--- config.mk ---
export PLATFORM = sky130hd
export DESIGN_NAME = shared_delay_scheduler
export DESIGN_NICKNAME = d
export VERILOG_FILES = /design/src/rtl/shared_delay_pkg.sv /design/src/rtl/rr_arbiter.sv /design/src/rtl/shared_delay_scheduler.sv
export SDC_FILE = /design/constraint.sdc
export NUM_CORES = 1
export LEC_CHECK = 0
export BUFFER_PORTS_ARGS = -buffer_cell sky130_fd_sc_hd__buf_2
export CAP_MARGIN = 20
export CORE_MARGIN = 1.5
export CORE_UTILIZATION = 30
export CTS_BUF_LIST = sky130_fd_sc_hd__clkbuf_4 sky130_fd_sc_hd__clkbuf_8 sky130_fd_sc_hd__clkbuf_16
export DETAILED_ROUTE_END_ITERATION = 10
export PLACE_DENSITY = 0.47
export SLEW_MARGIN = 30
export SYNTH_ARGS = -nofsm -noshare
export SYNTH_HDL_FRONTEND = slang
export SYNTH_SLANG_ARGS = --single-unit
--- constraint.sdc ---
create_clock -name clk_i -period 8.8 [get_ports clk_i]
set_input_delay 1.76 -clock clk_i [delete_from_list [all_inputs] [get_ports clk_i]]
set_output_delay 1.76 -clock clk_i [all_outputs]
set_load 0.005 [all_outputs]
--- src/rtl/shared_delay_pkg.sv ---
// Types, defaults and helpers shared by the divided-clock scheduler and its arbiter.
package shared_delay_pkg;

  typedef enum logic [1:0] {
    IDLE = 2'd0,
    RUN  = 2'd1,
    DONE = 2'd2
  } state_e;

  localparam int NREQ_DEF = 4;
  localparam int CW_DEF   = 16;
  localparam int TW_DEF   = 8;

  // Owner index width; never zero so a 1-requester build still has a legal vector.
  function automatic int owner_w(input int n);
    return (n > 1) ? $clog2(n) : 1;
  endfunction

endpackage

--- src/rtl/rr_arbiter.sv ---
// Combinational round-robin pick: first set request at or after ptr_i, wrapping at NREQ.
// Zero latency, no state; the caller owns the pointer.
module rr_arbiter
  import shared_delay_pkg::*;
#(
  parameter  int NREQ = NREQ_DEF,
  localparam int IW   = owner_w(NREQ)
) (
  input  logic [NREQ-1:0] req_i,
  input  logic [IW-1:0]   ptr_i,
  output logic [NREQ-1:0] gnt_o,
  output logic [IW-1:0]   idx_o
);

  always_comb begin
    int  j;
    logic found;
    gnt_o = '0;
    idx_o = '0;
    found = 1'b0;
    j     = 0;
    for (int i = 0; i < NREQ; i++) begin
      j = int'(ptr_i) + i;
      if (j >= NREQ) j = j - NREQ;
      if (!found && req_i[j]) begin
        found    = 1'b1;
        idx_o    = IW'(j);
        gnt_o[j] = 1'b1;
      end
    end
  end

endmodule

--- src/rtl/shared_delay_scheduler.sv ---
// One prescaler shared by NREQ requesters: grant 1 cycle after req, burst of 2*mc*tk cycles, done pulse.
// No backpressure; a requester drops req during its burst to abort it.
module shared_delay_scheduler
  import shared_delay_pkg::*;
#(
  parameter  int NREQ = NREQ_DEF,
  parameter  int CW   = CW_DEF,
  parameter  int TW   = TW_DEF,
  localparam int OW   = owner_w(NREQ)
) (
  input  logic              clk_i,
  input  logic              rst_ni,
  input  logic [NREQ-1:0]   req_i,
  input  logic [NREQ*CW-1:0] req_maxcount_i,
  input  logic [NREQ*TW-1:0] req_ticks_i,
  output logic [NREQ-1:0]   gnt_o,
  output logic [NREQ-1:0]   done_o,
  output logic              sclk_o,
  output logic              busy_o,
  output logic [OW-1:0]     owner_o
);

  state_e          state_q, state_d;
  logic [OW-1:0]   owner_q, owner_d;
  logic [OW-1:0]   ptr_q, ptr_d;
  logic [CW-1:0]   mc_q, mc_d;
  logic [TW-1:0]   tk_q, tk_d;
  logic [CW-1:0]   presc_q, presc_d;
  logic [TW:0]     half_q, half_d;
  logic            sclk_q, sclk_d;

  logic [NREQ-1:0] arb_gnt;
  logic [OW-1:0]   arb_idx;
  logic            arb_vld;
  logic [CW-1:0]   sel_mc;
  logic [TW-1:0]   sel_tk;

  logic [NREQ-1:0] owner_oh;
  logic [OW-1:0]   ptr_nxt;
  logic            owner_req;
  logic            zero_cfg;
  logic [CW-1:0]   presc_inc;
  logic            presc_wrap;
  logic [TW:0]     half_inc;
  logic            last_half;

  rr_arbiter #(
    .NREQ (NREQ)
  ) u_arb (
    .req_i (req_i),
    .ptr_i (ptr_q),
    .gnt_o (arb_gnt),
    .idx_o (arb_idx)
  );

  assign arb_vld = |arb_gnt;

  always_comb begin
    sel_mc = '0;
    sel_tk = '0;
    for (int i = 0; i < NREQ; i++) begin
      if (arb_gnt[i]) begin
        sel_mc = sel_mc | req_maxcount_i[i*CW +: CW];
        sel_tk = sel_tk | req_ticks_i[i*TW +: TW];
      end
    end
  end

  assign owner_oh   = {{(NREQ-1){1'b0}}, 1'b1} << owner_q;
  assign ptr_nxt    = (owner_q == OW'(NREQ - 1)) ? '0 : owner_q + 1'b1;
  assign owner_req  = req_i[owner_q];
  assign zero_cfg   = (mc_q == '0) || (tk_q == '0);
  assign presc_inc  = presc_q + 1'b1;
  assign presc_wrap = (presc_inc == mc_q);
  assign half_inc   = half_q + 1'b1;
  // The final toggle of the burst brings sclk back to 0, so no extra clear is needed.
  assign last_half  = presc_wrap && (half_inc == {tk_q, 1'b0});

  always_ff @(posedge clk_i or negedge rst_ni) begin
    if (!rst_ni) begin
      state_q <= IDLE;
    end else begin
      state_q <= state_d;
    end
  end

  always_comb begin
    state_d = state_q;
    case (state_q)
      IDLE:    if (arb_vld) state_d = RUN;
      RUN: begin
        if (!owner_req)                 state_d = IDLE;
        else if (zero_cfg || last_half) state_d = DONE;
      end
      DONE:    state_d = IDLE;
      default: state_d = IDLE;
    endcase
  end

  always_comb begin
    gnt_o  = '0;
    done_o = '0;
    busy_o = 1'b0;
    case (state_q)
      RUN: begin
        gnt_o  = owner_oh;
        busy_o = 1'b1;
      end
      DONE: begin
        done_o = owner_oh;
        busy_o = 1'b1;
      end
      default: ;
    endcase
  end

  always_comb begin
    owner_d = owner_q;
    ptr_d   = ptr_q;
    mc_d    = mc_q;
    tk_d    = tk_q;
    presc_d = presc_q;
    half_d  = half_q;
    sclk_d  = sclk_q;
    case (state_q)
      IDLE: begin
        if (arb_vld) begin
          owner_d = arb_idx;
          mc_d    = sel_mc;
          tk_d    = sel_tk;
          presc_d = '0;
          half_d  = '0;
          sclk_d  = 1'b0;
        end
      end
      RUN: begin
        if (!owner_req) begin
          presc_d = '0;
          half_d  = '0;
          sclk_d  = 1'b0;
          ptr_d   = ptr_nxt;
        end else if (!zero_cfg) begin
          if (presc_wrap) begin
            presc_d = '0;
            half_d  = half_inc;
            sclk_d  = ~sclk_q;
          end else begin
            presc_d = presc_inc;
          end
        end
      end
      DONE: begin
        ptr_d   = ptr_nxt;
        presc_d = '0;
        half_d  = '0;
        sclk_d  = 1'b0;
      end
      default: ;
    endcase
  end

  always_ff @(posedge clk_i or negedge rst_ni) begin
    if (!rst_ni) begin
      owner_q <= '0;
      ptr_q   <= '0;
      mc_q    <= '0;
      tk_q    <= '0;
      presc_q <= '0;
      half_q  <= '0;
      sclk_q  <= 1'b0;
    end else begin
      owner_q <= owner_d;
      ptr_q   <= ptr_d;
      mc_q    <= mc_d;
      tk_q    <= tk_d;
      presc_q <= presc_d;
      half_q  <= half_d;
      sclk_q  <= sclk_d;
    end
  end

  assign sclk_o  = sclk_q;
  assign owner_o = owner_q;

endmodule

=== After elaboration in Yosys (flattened, before gate mapping) ===
Cells that the tools add are included.

* Output and inout bits: 12
* Logic and storage cells: 147
* Bits in registers: 56
* Input bits: 102

* Bitwise operators: 10
* Reduce and logical (&&, ||, !) cells: 25
* Equality and inequality tests: 10
* Shift operators: 1
* Magnitude comparators: 13
* Add/subtract/negate cells: 10
* Multiplexer cells: 70

{| class="wikitable"
|+ Operators by type and width
! operator !! number
|-
| $ge 32x1->1 const B || 4
|-
| $lt 32x4->1 const B || 4
|-
| $mux 16 || 8
|-
| $mux 32 || 4
|-
| $ge 32x4->1 const B || 3
|-
| $sub 32x4->32 const B || 3
|-
| $or 16x16->16 || 3
|-
| $pmux 16 s3 || 1
|-
| $mux 9 || 4
|-
| $mux 8 || 4
|-
| $pmux 9 s3 || 1
|-
| $mux 4 || 6
|-
| $or 8x8->8 || 3
|-
| $mux 1 || 21
|-
| $mux 2 || 9
|-
| $add 16x1->16 const B || 1
|-
| $eq 16x16->1 || 1
|-
| $logic_not 16->1 || 1
|-
| $or 4x4->4 || 3
|-
| $bmux 1 s2 || 5
|-
| $add 9x1->9 const B || 1
|-
| $eq 9x9->1 || 1
|-
| $ne 3x3->1 const B || 3
|-
| $demux 1 s2 || 4
|-
| other kinds (25) || 41
|}

=== Longest topological paths before layout ===
* Depth after elaboration: 22
* Depth in mapped cells: 14
* Gate-level depth less buffers: 10

=== Modules after synthesis ===
From an unflattened synthesis, not the netlist that was laid out.

* Cells, all modules: 496
* Area, all modules: 4426.7 um^2

{| class="wikitable"
|+ Modules (own cells, without submodules)
! module !! times used !! sequential area each (um^2) !! cells an instance !! area each (um^2)
|-
| shared_delay_scheduler || 1 || 1401.3 || 447 || 3970.1
|-
| rr_arbiter || 1 || 0.0 || 49 || 456.7
|}

=== Worst setup path after synthesis ===
OpenSTA, ideal clock, no wires.

* Path kind: in2reg
* From: in req_i[2]
* To: reg mc_q[0]
* Arrival time: 3.900 ns
* Data required time: 8.674 ns
* Cell stages on the path: 11
* Setup time: 0.126 ns
* Path slack: 4.775 ns
* Path buffers: 4
* Cell sequence: clkbuf_1 > mux4_2 > nand2_1 > nand3_1 > a221o_1 > buf_2 > nor4_4 > nand2b_1 > buf_4 > buf_4 > o21ai_1

* Word-level cells in the longest chain between the ends: 20
* Elaborated cells on any way between the ends: 37
* Those cells by class: mux: 23; bitwise: 6; reduce/logical: 8

{| class="wikitable"
|+ Ends and longest elaborated chain
! item !! RTL line !! source
|-
| start: declaration || shared_delay_scheduler.sv:13 || <nowiki>input logic [NREQ-1:0] req_i,</nowiki>
|-
| $bmux 1 s2 || rr_arbiter.sv:25 || <nowiki>if (!found && req_i[j]) begin</nowiki>
|-
| $mux 1 (not written as such) (2 in a row) || rr_arbiter.sv:25 ||
|-
| $mux 1 || rr_arbiter.sv:25 ||
|-
| $logic_not 1->1 || rr_arbiter.sv:25 ||
|-
| $logic_and 1x1->1 || rr_arbiter.sv:25 ||
|-
| $mux 1 || rr_arbiter.sv:25 ||
|-
| $logic_not 1->1 || rr_arbiter.sv:25 ||
|-
| $logic_and 1x1->1 || rr_arbiter.sv:25 ||
|-
| (+3 left out) || n/a ||
|-
| $mux 4 * || rr_arbiter.sv:25 ||
|-
| $mux 16 || shared_delay_scheduler.sv:62 || <nowiki>if (arb_gnt[i]) begin</nowiki>
|-
| $or 16x16->16 || shared_delay_scheduler.sv:63 || <nowiki>sel_mc = sel_mc | req_maxcount_i[i*CW +: CW];</nowiki>
|-
| $mux 16 || shared_delay_scheduler.sv:62 ||
|-
| $or 16x16->16 || shared_delay_scheduler.sv:63 ||
|-
| $mux 16 || shared_delay_scheduler.sv:62 ||
|-
| $or 16x16->16 || shared_delay_scheduler.sv:63 ||
|-
| $mux 16 || shared_delay_scheduler.sv:62 ||
|-
| end signal: assignment || shared_delay_scheduler.sv:174 || <nowiki>mc_q <= mc_d;</nowiki>
|-
| end: declaration || shared_delay_scheduler.sv:26 || <nowiki>logic [CW-1:0] mc_q, mc_d;</nowiki>
|}

Mark *: on every way between the ends. The rest lies on a longest branch, timed or not. The select of a mux whose other input is x is not followed.
A chain may end at the register's enable or synchronous reset.

=== Final worst setup path ===
* From: in req_i[2]
* To: reg owner_q[0], in the netlist owner_o[0]

* Word-level cells in the longest chain between the ends: 15
* Elaborated cells on any way between the ends: 34
* Those cells by class: mux: 23; bitwise: 3; reduce/logical: 8

{| class="wikitable"
|+ Ends and longest elaborated chain
! item !! RTL line !! source
|-
| $bmux 1 s2 || rr_arbiter.sv:25 ||
|-
| $mux 1 (not written as such) (2 in a row) || rr_arbiter.sv:25 ||
|-
| $mux 1 || rr_arbiter.sv:25 ||
|-
| $logic_not 1->1 || rr_arbiter.sv:25 ||
|-
| $logic_and 1x1->1 || rr_arbiter.sv:25 ||
|-
| $mux 1 || rr_arbiter.sv:25 ||
|-
| $logic_not 1->1 || rr_arbiter.sv:25 ||
|-
| $logic_and 1x1->1 || rr_arbiter.sv:25 ||
|-
| $mux 1 || rr_arbiter.sv:25 ||
|-
| $logic_not 1->1 || rr_arbiter.sv:25 ||
|-
| $logic_and 1x1->1 || rr_arbiter.sv:25 ||
|-
| $mux 4 || rr_arbiter.sv:25 ||
|-
| $reduce_or 4->1 || shared_delay_scheduler.sv:56 || <nowiki>assign arb_vld = |arb_gnt;</nowiki>
|-
| $reduce_and 2->1 (no source line) || n/a ||
|-
| end signal: assignment || shared_delay_scheduler.sv:172 || <nowiki>owner_q <= owner_d;</nowiki>
|-
| end: declaration || shared_delay_scheduler.sv:24 || <nowiki>logic [OW-1:0] owner_q, owner_d;</nowiki>
|}

Parallel ways exist; a longest one is shown, timed or not. The select of a mux whose other input is x is not followed.

==> flow_summary.yaml <==
power_and_ir_drop:
  p_total_mw: 1.73
  ir_drop_mv: 0.263
  cellPowerDensity_nw_per_um2: 327
  leakagePower_nw: 2.37
routing:
  met3_length_microns: 467
  drtIter0Drc: 240
  antenna_left: 0
  route.met2.wl_mm: 5.83
  wire_per_inst_microns: 16.0
  top_layer: "met4"
  routed_wl_mm: 12.6
  drc: 0
  drt-met1-wl_mm: 6.17
  route.vias.total: 4296
  first_pass_iters: 6
  avgViaCountPerCell: 5.44
timing:
  setup_slack_ns: 3.92
  final_min_period_over_clock_period_pct: 55.4
  whs_ns: 0.491
  setup_viol: 0
  maxSlewViolCount: 0
  fmax_mhz: 205
  worst_pin_slew_ns: 0.891
  timing_hold_violations_final: 0
  period_needed_ns: 4.88
  rsz0062_at_grt: "false"
  clock_skew_ns: 0.00670
  finalSetupTns_ns: 0
  relSlewSlack_pct: 40.6
place:
  place_ws_ns: 3.59
  place_congestion: 0.811
  placed_area_sq_um: 5140
  place_hpwl_mm: 9.75
  placed_cells: 782
  io_buffers: 113
yosys:
  synthCells: 519
  syn_area_sq_um: 4530
  synth_edf_count: 0
  syn_area_per_cell_sq_um: 8.73
  seq_area_frac_synth_pct: 30.9
  netlist-cell-type-count: 65
  syn_nets: 636
  ys_warn_count: 0
  ys_seq_elements: 56
  ys.flop_type: "dfrtp_1"
  async_flop_share_pct: 100
clock_network:
  holdBufCountCts: 0
  htreeDepth: 2
  cts_tree: "built"
  cts_buffer_depth: 2
  root_buffer: "clkbuf_16"
  cts_setup_buffers: 0
  numCtsBuffers: 5
  clk_pin_slew_worst_paths_ns: 0.07
  cts_resized: 0
  cts_sinks: 56
  insertion_delay_ns: 0.30
hold_path:
  min_from: "sclk_o$_DFFE_PN0P_"
  hold_class: "reg -> reg"
finish:
  ff_latch_area_sq_um: 1400
  num_antenna_cells: 0
  n_fill_cell: 1506
  final_cell_area_sq_um: 5300
  syn2layout_area_growth_pct: 17.0
  layout_common_cells: "buf_2 (113), dfrtp_1 (56), nand2_1 (52)"
  final_layout_size_suffix_gt1_share_pct: 25.1
  final_common_cell: "buf_2"
  stdcell_count: 789
  nets: 722
  final_util_pct: 36.2
  multi_input_area_sq_um: 2890
global_route:
  grt_max_degree: 57
  grt_pass1_wl_mm: 21.3
  grt_use_total_pct: 16.3
  grt_pass1_vias: 4243
  grt_antenna_before_repair: 0
  overflow: 0
run:
  maxCapViolations: 0
critical_path:
  cp_data_required_time_ns: 9.03
  crit_path_start_kind: "input pin"
  cp-startpoint: "req_i[2]"
  crit-reg2reg-launch: "ptr_q[0]$_DFFE_PN0P_"
  worst_ep_arrival_time_ns: 5.11
  cp-end-kind: "flop"
  path_max_fanout: 52
  path_class: "in -> reg"
die:
  rows: 44
  fp.dieH_microns: 126
  io_pins: 114
  die-area_sq_um: 15800
  die_w_microns: 126
  core_area_sq_um: 14600
  initial_core_util_pct: 30.9
run_status:
  status: "finished, final reports clean"
-- flip-flops by register name (all words and copies together) (netlist names) --
register  count
mc_q         16
presc_q      16
half_q        9
tk_q          8
owner_o       2
ptr_q         2
state_q       2
sclk_o        1
-- where the power goes --
part	internal [mW]	switching, mW	total [mW]
clock	0.120	0.0910	0.211
sequential	0.330	0.110	0.439
combinational	0.446	0.635	1.08
total	0.896	0.836	1.73
-- path summary, 6_finish.rpt --
path                            cells past startpoint  slack, ns                       to
worst max-delay path                                9       3.92   owner_o[0]$_DFFE_PN0P_
worst min-delay path                                1       0.49       sclk_o$_DFFE_PN0P_
worst max register to register                     10       3.97   owner_o[0]$_DFFE_PN0P_
worst min register to register                      1       0.49       sclk_o$_DFFE_PN0P_
max in group asynchronous                           2       6.70     mc_q[12]$_DFFE_PN0P_
min in group asynchronous                           2       1.59  presc_q[10]$_DFFE_PN0P_
-- critical path: stages --
cell      delay, ns
buf_2          0.16
mux2i_1        0.40
or4b_1         0.55
a21boi_0       0.24
a211o_1        0.72
nor4_4         0.15
nand2b_2       0.65
a211oi_1       0.36
a21o_1         0.12
-- logic make-up after synthesis --
kind of cell    synth area share [%]
compound gates                  28.6
xor+xnor                        5.91
fa+ha+maj                       4.14
buf+inv                         5.61
flops                           30.9
mux                             3.78
simple gates                    21.0
-- synthesized netlist by cell type, types with 3 or more instances --
master / number / share of area (%)
o21ai_1: 25 / 2.8
nand2b_1: 5 / 0.69
nand3b_1: 5 / 0.83
nand2_1: 52 / 4.3
a22o_1: 35 / 6.8
o31ai_1: 8 / 1.3
nand3_1: 16 / 1.8
buf_2: 13 / 1.4
xor2_1: 6 / 1.2
mux2i_1: 7 / 1.5
nor2_1: 24 / 2.0
nand4_1: 18 / 2.5
a21o_1: 8 / 1.3
nor4_1: 9 / 1.2
mux2_2: 7 / 1.7
nor3_1: 7 / 0.77
clkbuf_1: 12 / 0.99
o21ai_0: 32 / 3.5
o211ai_1: 3 / 0.50
a31oi_1: 4 / 0.55
dfrtp_1: 56 / 31
and3_1: 3 / 0.41
a21oi_1: 15 / 1.7
buf_4: 5 / 0.83
a221oi_1: 25 / 4.8
ha_1: 15 / 4.1
and2_1: 11 / 1.5
inv_1: 14 / 1.2
or3_1: 7 / 0.97
xnor2_1: 22 / 4.3
buf_6: 4 / 0.99
-- final cells by class --
| cell class | count | area share [%] |
|---|---|---|
| multi-input combinational | 413 | 54.4 |
| sequential | 56 | 26.4 |
| timing repair buffer | 115 | 10.9 |
| tap | 184 | 4.34 |
| clock buffer | 7 | 2.88 |
| inverter | 14 | 0.991 |
-- metal layers --
metal / up-vias / track usage [%]
met1: 2049 / 22.6
met2: 105 / 27.1
met3: 10 / 2.21
met4: 0 / 3.79
li1: 2132 / -
met5: - / 0
(Power assumes the default switching activity.)
